[config.mk]
export PLATFORM = sky130hd
export DESIGN_NAME = imem_fetch_ctrl
export DESIGN_NICKNAME = d
export VERILOG_FILES = /design/src/rtl/rv32i_pkg.sv /design/src/rtl/fetch_fifo.sv /design/src/rtl/imem_fetch_ctrl.sv
export SDC_FILE = /design/constraint.sdc
export NUM_CORES = 1
export LEC_CHECK = 0
export CAP_MARGIN = 20
export CORE_ASPECT_RATIO = 2
export CORE_MARGIN = 3
export CORE_UTILIZATION = 45
export CTS_CLUSTER_SIZE = 16
export DETAILED_ROUTE_END_ITERATION = 16
export GPL_TIMING_DRIVEN = 0
export PLACE_DENSITY = 0.7
export SLEW_MARGIN = 10
export SYNTH_ARGS = -nofsm -noshare
export SYNTH_HDL_FRONTEND = slang
export SYNTH_SLANG_ARGS = --single-unit
[constraint.sdc]
create_clock -name clk -period 15.3 [get_ports clk]
set_clock_uncertainty 0.1 [all_clocks]
set_input_delay 1.53 -clock clk [delete_from_list [all_inputs] [get_ports clk]]
set_output_delay 1.53 -clock clk [all_outputs]
set_load 0.01 [all_outputs]
[src/rtl/rv32i_pkg.sv]
// rv32i_pkg: definitions shared by the RV32I fetch logic.
//   XLEN          - architectural register / address width
//   PC_STEP       - byte increment between sequential instruction words
//   fetch_state_e - fetch sequencer states (IDLE, FETCH, FAULT)
//   is_aligned    - true when a byte address is 32-bit word aligned
package rv32i_pkg;

    localparam int          XLEN    = 32;
    localparam logic [31:0] PC_STEP = 32'd4;

    typedef enum logic [1:0] {
        ST_IDLE  = 2'd0,
        ST_FETCH = 2'd1,
        ST_FAULT = 2'd2
    } fetch_state_e;

    function automatic logic is_aligned(input logic [XLEN-1:0] addr);
        return (addr[1:0] == 2'b00);
    endfunction

endpackage

[src/rtl/fetch_fifo.sv]
// fetch_fifo: DEPTH-entry circular queue of {pc, instr} words.
//   clk, reset     - core clock, asynchronous active-low reset
//   push/push_data - enqueue; accepted when not full, or when full with a pop
//   pop            - dequeue the head (ignored when empty)
//   flush          - drop all entries; the head register keeps its last value
//   count          - number of valid entries
//   head           - registered copy of the oldest entry; holds when empty
module fetch_fifo #(
    parameter int DEPTH = 4,
    parameter int WIDTH = 64
) (
    input  logic                     clk,
    input  logic                     reset,
    input  logic                     push,
    input  logic [WIDTH-1:0]         push_data,
    input  logic                     pop,
    input  logic                     flush,
    output logic [$clog2(DEPTH):0]   count,
    output logic [WIDTH-1:0]         head
);

    localparam int              AW       = $clog2(DEPTH);
    localparam logic [AW:0]     FULL_CNT = (AW+1)'(DEPTH);

    logic [WIDTH-1:0] mem_q [DEPTH];
    logic [AW-1:0]    wr_ptr_q, rd_ptr_q, rd_ptr_d;
    logic [AW:0]      count_q, count_d, remain;
    logic [WIDTH-1:0] head_q, head_d;
    logic             pop_eff, push_eff;

    always_comb begin
        pop_eff  = pop && (count_q != '0);
        push_eff = push && !flush && ((count_q != FULL_CNT) || pop_eff);
        remain   = count_q - (AW+1)'(pop_eff);
        rd_ptr_d = rd_ptr_q + AW'(pop_eff);
        count_d  = remain + (AW+1)'(push_eff);
        // The head register is loaded with whatever becomes oldest next cycle:
        // a surviving stored entry, or the word being pushed into an empty queue.
        head_d   = head_q;
        if (remain != '0) begin
            head_d = mem_q[rd_ptr_d];
        end else if (push_eff) begin
            head_d = push_data;
        end
    end

    always_ff @(posedge clk or negedge reset) begin
        if (!reset) begin
            wr_ptr_q <= '0;
            rd_ptr_q <= '0;
            count_q  <= '0;
            head_q   <= '0;
        end else if (flush) begin
            wr_ptr_q <= '0;
            rd_ptr_q <= '0;
            count_q  <= '0;
        end else begin
            wr_ptr_q <= wr_ptr_q + AW'(push_eff);
            rd_ptr_q <= rd_ptr_d;
            count_q  <= count_d;
            head_q   <= head_d;
        end
    end

    always_ff @(posedge clk) begin
        if (push_eff) begin
            mem_q[wr_ptr_q] <= push_data;
        end
    end

    assign count = count_q;
    assign head  = head_q;

endmodule

[src/rtl/imem_fetch_ctrl.sv]
// imem_fetch_ctrl: instruction fetch sequencer between a combinational-read
// instruction memory and the decode stage.
//   clk, reset         - core clock, asynchronous active-low reset
//   start              - level, enables fetching
//   imem_addr          - byte address to instruction memory (the pc)
//   imem_instr         - instruction returned for imem_addr
//   redirect_valid/pc  - one-cycle redirect request and its target
//   out_valid/ready    - handshake to decode
//   out_instr/out_pc   - head of the fetch queue
//   fault              - misaligned redirect trapped
// Build option: MISALIGN_CHECK_EN enables the FAULT state for misaligned
// redirect targets; without it the low two target bits are dropped and fault is 0.
//
// state    | meaning
// ST_IDLE  | not fetching, queue may still drain
// ST_FETCH | pushing {pc, instr} every cycle the queue can take it
// ST_FAULT | misaligned redirect trapped, waiting for an aligned redirect
module imem_fetch_ctrl
    import rv32i_pkg::*;
#(
    parameter logic [31:0] RESET_PC   = 32'h0000_0000,
    parameter int          FIFO_DEPTH = 4
) (
    input  logic            clk,
    input  logic            reset,
    input  logic            start,
    output logic [XLEN-1:0] imem_addr,
    input  logic [XLEN-1:0] imem_instr,
    input  logic            redirect_valid,
    input  logic [XLEN-1:0] redirect_pc,
    output logic            out_valid,
    input  logic            out_ready,
    output logic [XLEN-1:0] out_instr,
    output logic [XLEN-1:0] out_pc,
    output logic            fault
);

    localparam int CW = $clog2(FIFO_DEPTH) + 1;

    fetch_state_e      state_q;
    logic [XLEN-1:0]   pc_q;
    logic [CW-1:0]     count;
    logic [2*XLEN-1:0] head;
    logic              full, pop, push;

    assign full      = (count == CW'(FIFO_DEPTH));
    assign out_valid = (count != '0);
    assign pop       = out_valid & out_ready;
    // A pop in the same cycle frees the slot, so a full queue still accepts a push.
    assign push      = (state_q == ST_FETCH) & start & ~redirect_valid & (~full | pop);

`ifdef MISALIGN_CHECK_EN
    logic fault_q;
    logic redirect_bad;
    assign redirect_bad = redirect_valid & ~is_aligned(redirect_pc);
    assign fault        = fault_q;
`else
    assign fault        = 1'b0;
`endif

    always_ff @(posedge clk or negedge reset) begin
        if (!reset) begin
            state_q <= ST_IDLE;
            pc_q    <= RESET_PC;
`ifdef MISALIGN_CHECK_EN
            fault_q <= 1'b0;
`endif
        end else if (redirect_valid) begin
`ifdef MISALIGN_CHECK_EN
            if (redirect_bad) begin
                state_q <= ST_FAULT;
                fault_q <= 1'b1;
            end else begin
                pc_q    <= {redirect_pc[XLEN-1:2], 2'b00};
                fault_q <= 1'b0;
                if (state_q == ST_FAULT) begin
                    state_q <= start ? ST_FETCH : ST_IDLE;
                end
            end
`else
            pc_q <= {redirect_pc[XLEN-1:2], 2'b00};
`endif
        end else begin
            case (state_q)
                ST_IDLE: begin
                    if (start) state_q <= ST_FETCH;
                end
                ST_FETCH: begin
                    if (!start) begin
                        state_q <= ST_IDLE;
                    end else if (push) begin
                        pc_q <= pc_q + PC_STEP;
                    end
                end
                default: state_q <= state_q;
            endcase
        end
    end

    fetch_fifo #(
        .DEPTH (FIFO_DEPTH),
        .WIDTH (2*XLEN)
    ) u_fifo (
        .clk       (clk),
        .reset     (reset),
        .push      (push),
        .push_data ({pc_q, imem_instr}),
        .pop       (pop),
        .flush     (redirect_valid),
        .count     (count),
        .head      (head)
    );

    assign imem_addr = pc_q;
    assign out_pc    = head[2*XLEN-1:XLEN];
    assign out_instr = head[XLEN-1:0];

endmodule

=== After elaboration in Yosys (flattened, before gate mapping) ===
Memory sizes are Yosys's and may differ from the RTL's.
Index checks and enable logic that the tools add are counted.

* Muxes and demuxes: 14
* Add/sub/neg operators: 5
* Reduce and logical (&&, ||, !) cells: 16
* Equality and inequality tests: 5
* Bitwise gates (word level): 7

{| class="wikitable"
|+ Operators by type and width
! cell !! number
|-
| $mux 32 || 4
|-
| $mux 64 || 2
|-
| $add 32x3->32 const B || 1
|-
| $reduce_bool 2->1 || 5
|-
| $mux 2 || 4
|-
| $reduce_bool 3->1 || 2
|-
| $add 2x1->2 || 2
|-
| $and 1x1->1 || 4
|-
| $ne 2x2->1 const B || 2
|-
| $pmux 2 s2 || 1
|-
| $reduce_and 4->1 || 1
|-
| $add 3x1->3 || 1
|-
| $eq 3x3->1 const B || 1
|-
| $logic_and 1x1->1 || 3
|-
| $mux 3 || 1
|-
| $ne 3x3->1 const B || 1
|-
| $reduce_and 3->1 || 1
|-
| $sub 3x1->3 || 1
|-
| $eq 2x1->1 const B || 1
|-
| $logic_not 2->1 || 1
|-
| $mux 1 || 2
|-
| $not 1->1 || 2
|-
| $reduce_and 2->1 || 1
|-
| $logic_not 1->1 || 1
|-
| other kinds (2) || 2
|}

* Logic and storage cells: 54
* Memories kept: 1
* Bits of input ports: 69
* Bits in writable memories: 256
* Register bits: 105
* Output and inout bits: 98

{| class="wikitable"
|+ Memories
! name !! words !! width !! read ports !! clocked after memory_dff !! wr ports !! RTL line !! RTL
|-
| u_fifo.mem_q || 4 || 64 || 1 || 0 || 1 || fetch_fifo.sv:25 || <nowiki>logic [WIDTH-1:0] mem_q [DEPTH];</nowiki>
|}

=== Longest topological paths before layout ===
* Word-level depth: 8
* Gate-level depth with buffers: 10
* Mapped depth without buffers: 8

=== By module ===
From an unflattened synthesis, not the netlist that was laid out.

* Cells, all modules: 1177
* Area, all modules: 15533.6 sq um

{| class="wikitable"
|+ By module, submodules not included
! module !! cells an instance !! area each (sq um) !! instances !! sequential area each (sq um)
|-
| fetch_fifo || 964 || 13681.9 || 1 || 9464.1
|-
| imem_fetch_ctrl || 213 || 1851.8 || 1 || 775.7
|}

=== Worst setup path after synthesis ===
Ideal clock, no wire load.

* Kind: input to register
* Start: input port start
* End: memory u_fifo.mem_q[0][0] (enable)
* Arrival: 6.716 ns
* Cell stages on the path: 4
* Library setup time: 0.571 ns
* Path buffers: 1
* Required time: 14.629 ns
* Setup slack: 7.913 ns
* Path through: ha_1 and3_1 clkbuf_1 nor3b_1

* Longest elaborated chain between the ends: 7

{| class="wikitable"
|+ RTL lines
! what !! RTL line !! RTL
|-
| from (decl) || imem_fetch_ctrl.sv:26 || <nowiki>input logic start,</nowiki>
|-
| $and 1x1->1 (3 in series) || imem_fetch_ctrl.sv:50 || <nowiki>assign push = (state_q == ST_FETCH) & start & ~redirect_valid & (~full | pop);</nowiki>
|-
| $logic_and 1x1->1 (2 in series) || fetch_fifo.sv:33 || <nowiki>push_eff = push && !flush && ((count_q != FULL_CNT) || pop_eff);</nowiki>
|-
| $mux 1 || fetch_fifo.sv:66 || <nowiki>if (push_eff) begin</nowiki>
|-
| $mux 1 (not written as such) || fetch_fifo.sv:67 || <nowiki>mem_q[wr_ptr_q] <= push_data;</nowiki>
|-
| to (decl) || fetch_fifo.sv:25 ||
|}

Every way passes these cells.

=== Worst setup path in the final report ===
* Start: input port out_ready
* End: register u_fifo.head_q[8], in the netlist u_fifo.head[8]

* Longest elaborated chain between the ends: 7
* Elaborated cells between the ends (all ways): 14
* Classes of those cells: add/sub: 2; mux: 1; bitwise: 3; reduce/logical: 7; memory: 1

{| class="wikitable"
|+ RTL lines
! what !! RTL line !! RTL
|-
| from (decl) || imem_fetch_ctrl.sv:32 || <nowiki>input logic out_ready,</nowiki>
|-
| $and 1x1->1 * || imem_fetch_ctrl.sv:48 || <nowiki>assign pop = out_valid & out_ready;</nowiki>
|-
| parallel branches: the longest is 6 deep, another holds $sub 3x1->3 || - ||
|-
| to (signal assigned) || fetch_fifo.sv:52 || <nowiki>head_q <= '0;</nowiki>
|-
| to (signal assigned) || fetch_fifo.sv:61 || <nowiki>head_q <= head_d;</nowiki>
|-
| to (decl) || fetch_fifo.sv:28 || <nowiki>logic [WIDTH-1:0] head_q, head_d;</nowiki>
|}

Every way passes the cells marked *.
A chain may end at the register's enable or synchronous reset.

==> report_table.html <==
<table>
<tr><th>Metric</th><th>Value</th></tr>
<tr><th colspan="2">Worst setup path</th></tr>
<tr><td>R2r worst-path depth</td><td>8</td></tr>
<tr><td>Capturing point of the worst reg2reg path</td><td>u_fifo.head[8]</td></tr>
<tr><td>Launching point of the worst reg2reg path</td><td>u_fifo.count[1]</td></tr>
<tr><td>Worst EP required</td><td>15.65 ns</td></tr>
<tr><td>Critical path start-end classification</td><td>in -&gt; reg</td></tr>
<tr><td>Category of the worst setup path capture point</td><td>flip-flop</td></tr>
<tr><td>Setup slack of the worst register-to-register path</td><td>11.44 ns</td></tr>
<tr><td>Arr. time, crit path</td><td>4.75 ns</td></tr>
<tr><td>Crit path max fanout</td><td>10</td></tr>
<tr><td>CP Launch Type</td><td>input pin</td></tr>
<tr><th colspan="2">Placement</th></tr>
<tr><td>Setup Slack @ Placement</td><td>10.22 ns</td></tr>
<tr><td>Final Wtd Congestion</td><td>0.835</td></tr>
<tr><td>DPL Wire Length</td><td>23,000 um</td></tr>
<tr><td>Quantity of I/O buffers inserted on ports</td><td>159</td></tr>
<tr><th colspan="2">Die</th></tr>
<tr><td>Number of ports placed on the die boundary</td><td>167</td></tr>
<tr><td>Horizontal die dimension</td><td>131 um</td></tr>
<tr><td>Die height</td><td>256 um</td></tr>
<tr><td>Standard-cell row count</td><td>90</td></tr>
<tr><td>Floorplan Core Area</td><td>30,500 sq um</td></tr>
<tr><td>Starting density of the core</td><td>0.461</td></tr>
<tr><td>Die footprint</td><td>33,500 sq um</td></tr>
<tr><th colspan="2">Global routing</th></tr>
<tr><td>Initial antenna violation count</td><td>0</td></tr>
<tr><td>Total routing usage reported by global routing</td><td>0.205</td></tr>
<tr><td>Number of global-route vias before repair</td><td>8,681</td></tr>
<tr><td>First-pass GRT wire length</td><td>52,200 um</td></tr>
<tr><td>Overflow left after global routing</td><td>0</td></tr>
<tr><td>Pin count of the biggest net entering global routing</td><td>81</td></tr>
<tr><th colspan="2">Clock tree</th></tr>
<tr><td>Post-CTS resize count</td><td>0</td></tr>
<tr><td>Hold-fix buffers at CTS</td><td>0</td></tr>
<tr><td>Post-CTS Setup Inserts</td><td>0</td></tr>
<tr><td>Clk Latency, worst-skew pair</td><td>0.57 ns</td></tr>
<tr><td>Number of buffers created by CTS</td><td>30</td></tr>
<tr><td>Number of sinks handled by clock tree synthesis</td><td>348</td></tr>
<tr><td>H-tree levels</td><td>1</td></tr>
<tr><td>CTS root buf</td><td>sky130_fd_sc_hd__clkbuf_16</td></tr>
<tr><td>Maximum root-to-sink buffer count</td><td>3</td></tr>
<tr><td>Clock-pin slew on the worst setup and hold paths</td><td>0.07 ns</td></tr>
<tr><td>CTS tree</td><td>yes</td></tr>
<tr><th colspan="2">Layout</th></tr>
<tr><td>Fin nets</td><td>1,080</td></tr>
<tr><td>Layout overhead on the synthesized area</td><td>24.9%</td></tr>
<tr><td>Utilization after layout</td><td>0.575</td></tr>
<tr><td>Combined flip-flop and latch cell area</td><td>9950 sq um</td></tr>
<tr><td>Filler cell count in the final layout</td><td>2,341</td></tr>
<tr><td>N_diodes</td><td>0</td></tr>
<tr><td>Multi-input gate area in the final layout</td><td>3860 sq um</td></tr>
<tr><td>Share of cells above drive strength 1</td><td>0.257</td></tr>
<tr><th colspan="2">Timing</th></tr>
<tr><td>Worst-case hold slack</td><td>0.410 ns</td></tr>
<tr><td>Final setup violation count</td><td>0</td></tr>
<tr><td>Final period demand of the worst path</td><td>4.40 ns</td></tr>
<tr><td>Worst-Margin Slew</td><td>1.11 ns</td></tr>
<tr><td>Final WS setup</td><td>10.90 ns</td></tr>
<tr><td>Share of the clock period used by the worst path</td><td>0.287</td></tr>
<tr><td>Fin Setup TNS</td><td>0 ns</td></tr>
<tr><td>Final Hold Violating Endpoints</td><td>0</td></tr>
<tr><td>Maximum frequency from static timing analysis</td><td>227 MHz</td></tr>
<tr><td>Setup repair after global routing missed its margin</td><td>false</td></tr>
<tr><td>Slew Limit Headroom</td><td>0.258</td></tr>
<tr><td>Final Slew Violations</td><td>0</td></tr>
<tr><th colspan="2">Synthesis</th></tr>
<tr><td>Cell with the most instances after synthesis</td><td>sky130_fd_sc_hd__edfxtp_1</td></tr>
<tr><td>Flop and latch count out of synthesis</td><td>348</td></tr>
<tr><td>Most used standard cells in the synthesized netlist</td><td>sky130_fd_sc_hd__edfxtp_1 (248), sky130_fd_sc_hd__dfrtp_1 (100), sky130_fd_sc_hd__mux4_2 (62)</td></tr>
<tr><td>Syn Area/Cell</td><td>17.7 sq um</td></tr>
<tr><td>Top-area cell type share of the netlist area</td><td>0.530</td></tr>
<tr><td>Number of standard cells after synthesis</td><td>794</td></tr>
<tr><td>Top area cells in the synthesized netlist</td><td>sky130_fd_sc_hd__edfxtp_1 (53%), sky130_fd_sc_hd__dfrtp_1 (18%), sky130_fd_sc_hd__mux4_2 (9.9%), sky130_fd_sc_hd__o221a_2 (2.7%), sky130_fd_sc_hd__or2_2 (2.1%)</td></tr>
<tr><td>Yosys Warn Count</td><td>0</td></tr>
<tr><td>Netlist area before placement</td><td>14,100 sq um</td></tr>
<tr><td>Share of the yosys chip area belonging to registers</td><td>0.708</td></tr>
<tr><td>Netlist cell types</td><td>47</td></tr>
<tr><td>Cell accounting for the most synthesized area</td><td>sky130_fd_sc_hd__edfxtp_1</td></tr>
<tr><td>Top FF cell, synth</td><td>sky130_fd_sc_hd__edfxtp_1</td></tr>
<tr><td>Proportion of register bits with asynchronous set or reset after synthesis</td><td>0.287</td></tr>
<tr><td>Count of flip-flops with a built-in enable after synthesis</td><td>248</td></tr>
<tr><th colspan="2">Worst hold path</th></tr>
<tr><td>Number of cells traversed by the worst hold path</td><td>1</td></tr>
<tr><td>Min-delay worst type</td><td>reg -&gt; reg</td></tr>
<tr><td>Worst hold path startpoint</td><td>u_fifo.head[5]</td></tr>
<tr><td>Worst Hold Endpoint</td><td>u_fifo.head[5]</td></tr>
<tr><th colspan="2">Power</th></tr>
<tr><td>Leakage power figure</td><td>5.92 nW</td></tr>
<tr><td>Post-route total power</td><td>3.06 mW</td></tr>
<tr><td>Power Density</td><td>174 nW/um^2</td></tr>
<tr><td>Worst-case vdd ir drop</td><td>0.0922 mV</td></tr>
<tr><th colspan="2">Route</th></tr>
<tr><td>Routed wire length</td><td>33,700 um</td></tr>
<tr><td>Post-DR wirelength/cell</td><td>23.4 um</td></tr>
<tr><td>Remaining number of nets flagged by the antenna check after routing</td><td>0</td></tr>
<tr><td>Vias</td><td>8,072</td></tr>
<tr><td>Average via count per standard cell</td><td>5.60</td></tr>
<tr><td>Final routed DRC violation total</td><td>0</td></tr>
<tr><td>Iter 0 DRT Violations</td><td>630</td></tr>
<tr><td>Iteration count of the initial detailed-routing pass</td><td>4</td></tr>
<tr><th colspan="2">Flow run</th></tr>
<tr><td>Max cap viols</td><td>0</td></tr>
<tr><th colspan="2">Run status</th></tr>
<tr><td>Status</td><td>finished, final reports clean</td></tr>
</table>
## cell type report
| class | count | area share |
|---|---|---|
| multi-input cells | 391 | 0.220 |
| inverters | 9 | 0.00192 |
| clock inverters | 17 | 0.0141 |
| well taps | 414 | 0.0295 |
| plain buffers | 50 | 0.0143 |
| clock buffers | 39 | 0.0493 |
| flip-flops and latches | 348 | 0.567 |
| repair buffers | 173 | 0.104 |
## state kept, by name, summed over array words and instances (netlist names)
register and cells:
u_fifo.wr_ptr_q 2, u_fifo.count 3, state_q 1, u_fifo.mem_q 248, imem_addr 30, u_fifo.rd_ptr_q 2
u_fifo.head 62
## worst max path at each step
| stage | cells past startpoint | start | to |
|---|---|---|---|
| after floorplan | 4 | start | u_fifo.mem_q[0][0] |
| final | 8 | out_ready | u_fifo.head[8] |
| after global placement | 5 | start | u_fifo.mem_q[0][51] |
| after CTS | 8 | out_ready | u_fifo.head[8] |
| after detailed placement | 8 | out_ready | u_fifo.head[8] |
| after global routing | 8 | out_ready | u_fifo.head[7] |
## per-stage QoR
step	instance area [sq um]	std cells
floorplan	14100	798
global placement	16200	1371
detailed placement	16400	1385
CTS	17600	1441
global route	17600	1441
finish	17600	1441
## layout by cell type (no fill, tap or decap), drive strengths merged, types with 6 or more instances in the layout
cell type        n
mux4            62
clkdlybuf4s50  158
dfrtp          100
or4             18
buf             38
a31oi           19
edfxtp         248
nand2           24
o21ai           14
and4             7
nand4            8
xnor2           11
clkinv          10
mux2            24
o31ai           15
nand3           13
inv             10
o221a           47
bufinv           6
clkbuf          66
ha               8
or2             47
nor2            26
## routing by layer
metal  vias to the layer above  wire (um)  track usage
met1                      4159      12400        0.250
li1                       3611          -            -
met2                       255      18800        0.368
met5                         -          0            0
met3                        47       1410       0.0259
met4                         0       1070       0.0707
## cells by family (layout without fill, tap and decap cells)
logic type,after synthesis,after routing,synth area share
flops,348,348,0.708
simple gates,175,175,0.0733
compound gates,103,103,0.0639
mux,87,87,0.119
buf+inv,59,288,0.0202
xor+xnor,13,13,0.00810
fa+ha+maj,8,8,0.00712
other cells,1,5,0.000267
## critical path, cell delays in order
cell                              delay (ns)
sky130_fd_sc_hd__clkdlybuf4s50_1        0.50
sky130_fd_sc_hd__and2_1                 0.17
sky130_fd_sc_hd__ha_1                   0.16
sky130_fd_sc_hd__xor2_1                 0.86
sky130_fd_sc_hd__clkbuf_1               0.56
sky130_fd_sc_hd__mux4_2                 0.40
sky130_fd_sc_hd__mux2_2                 0.29
sky130_fd_sc_hd__mux2_2                 0.26
## where the power goes
group / leakage, nW / switching, mW / total, mW / internal (mW)
combinational: 1.99 / 0.422 / 0.977 / 0.554
sequential: 3.38 / 0.0928 / 1.24 / 1.14
clock: 0.552 / 0.342 / 0.843 / 0.501
No activity file was read; power rests on OpenSTA's default activity.
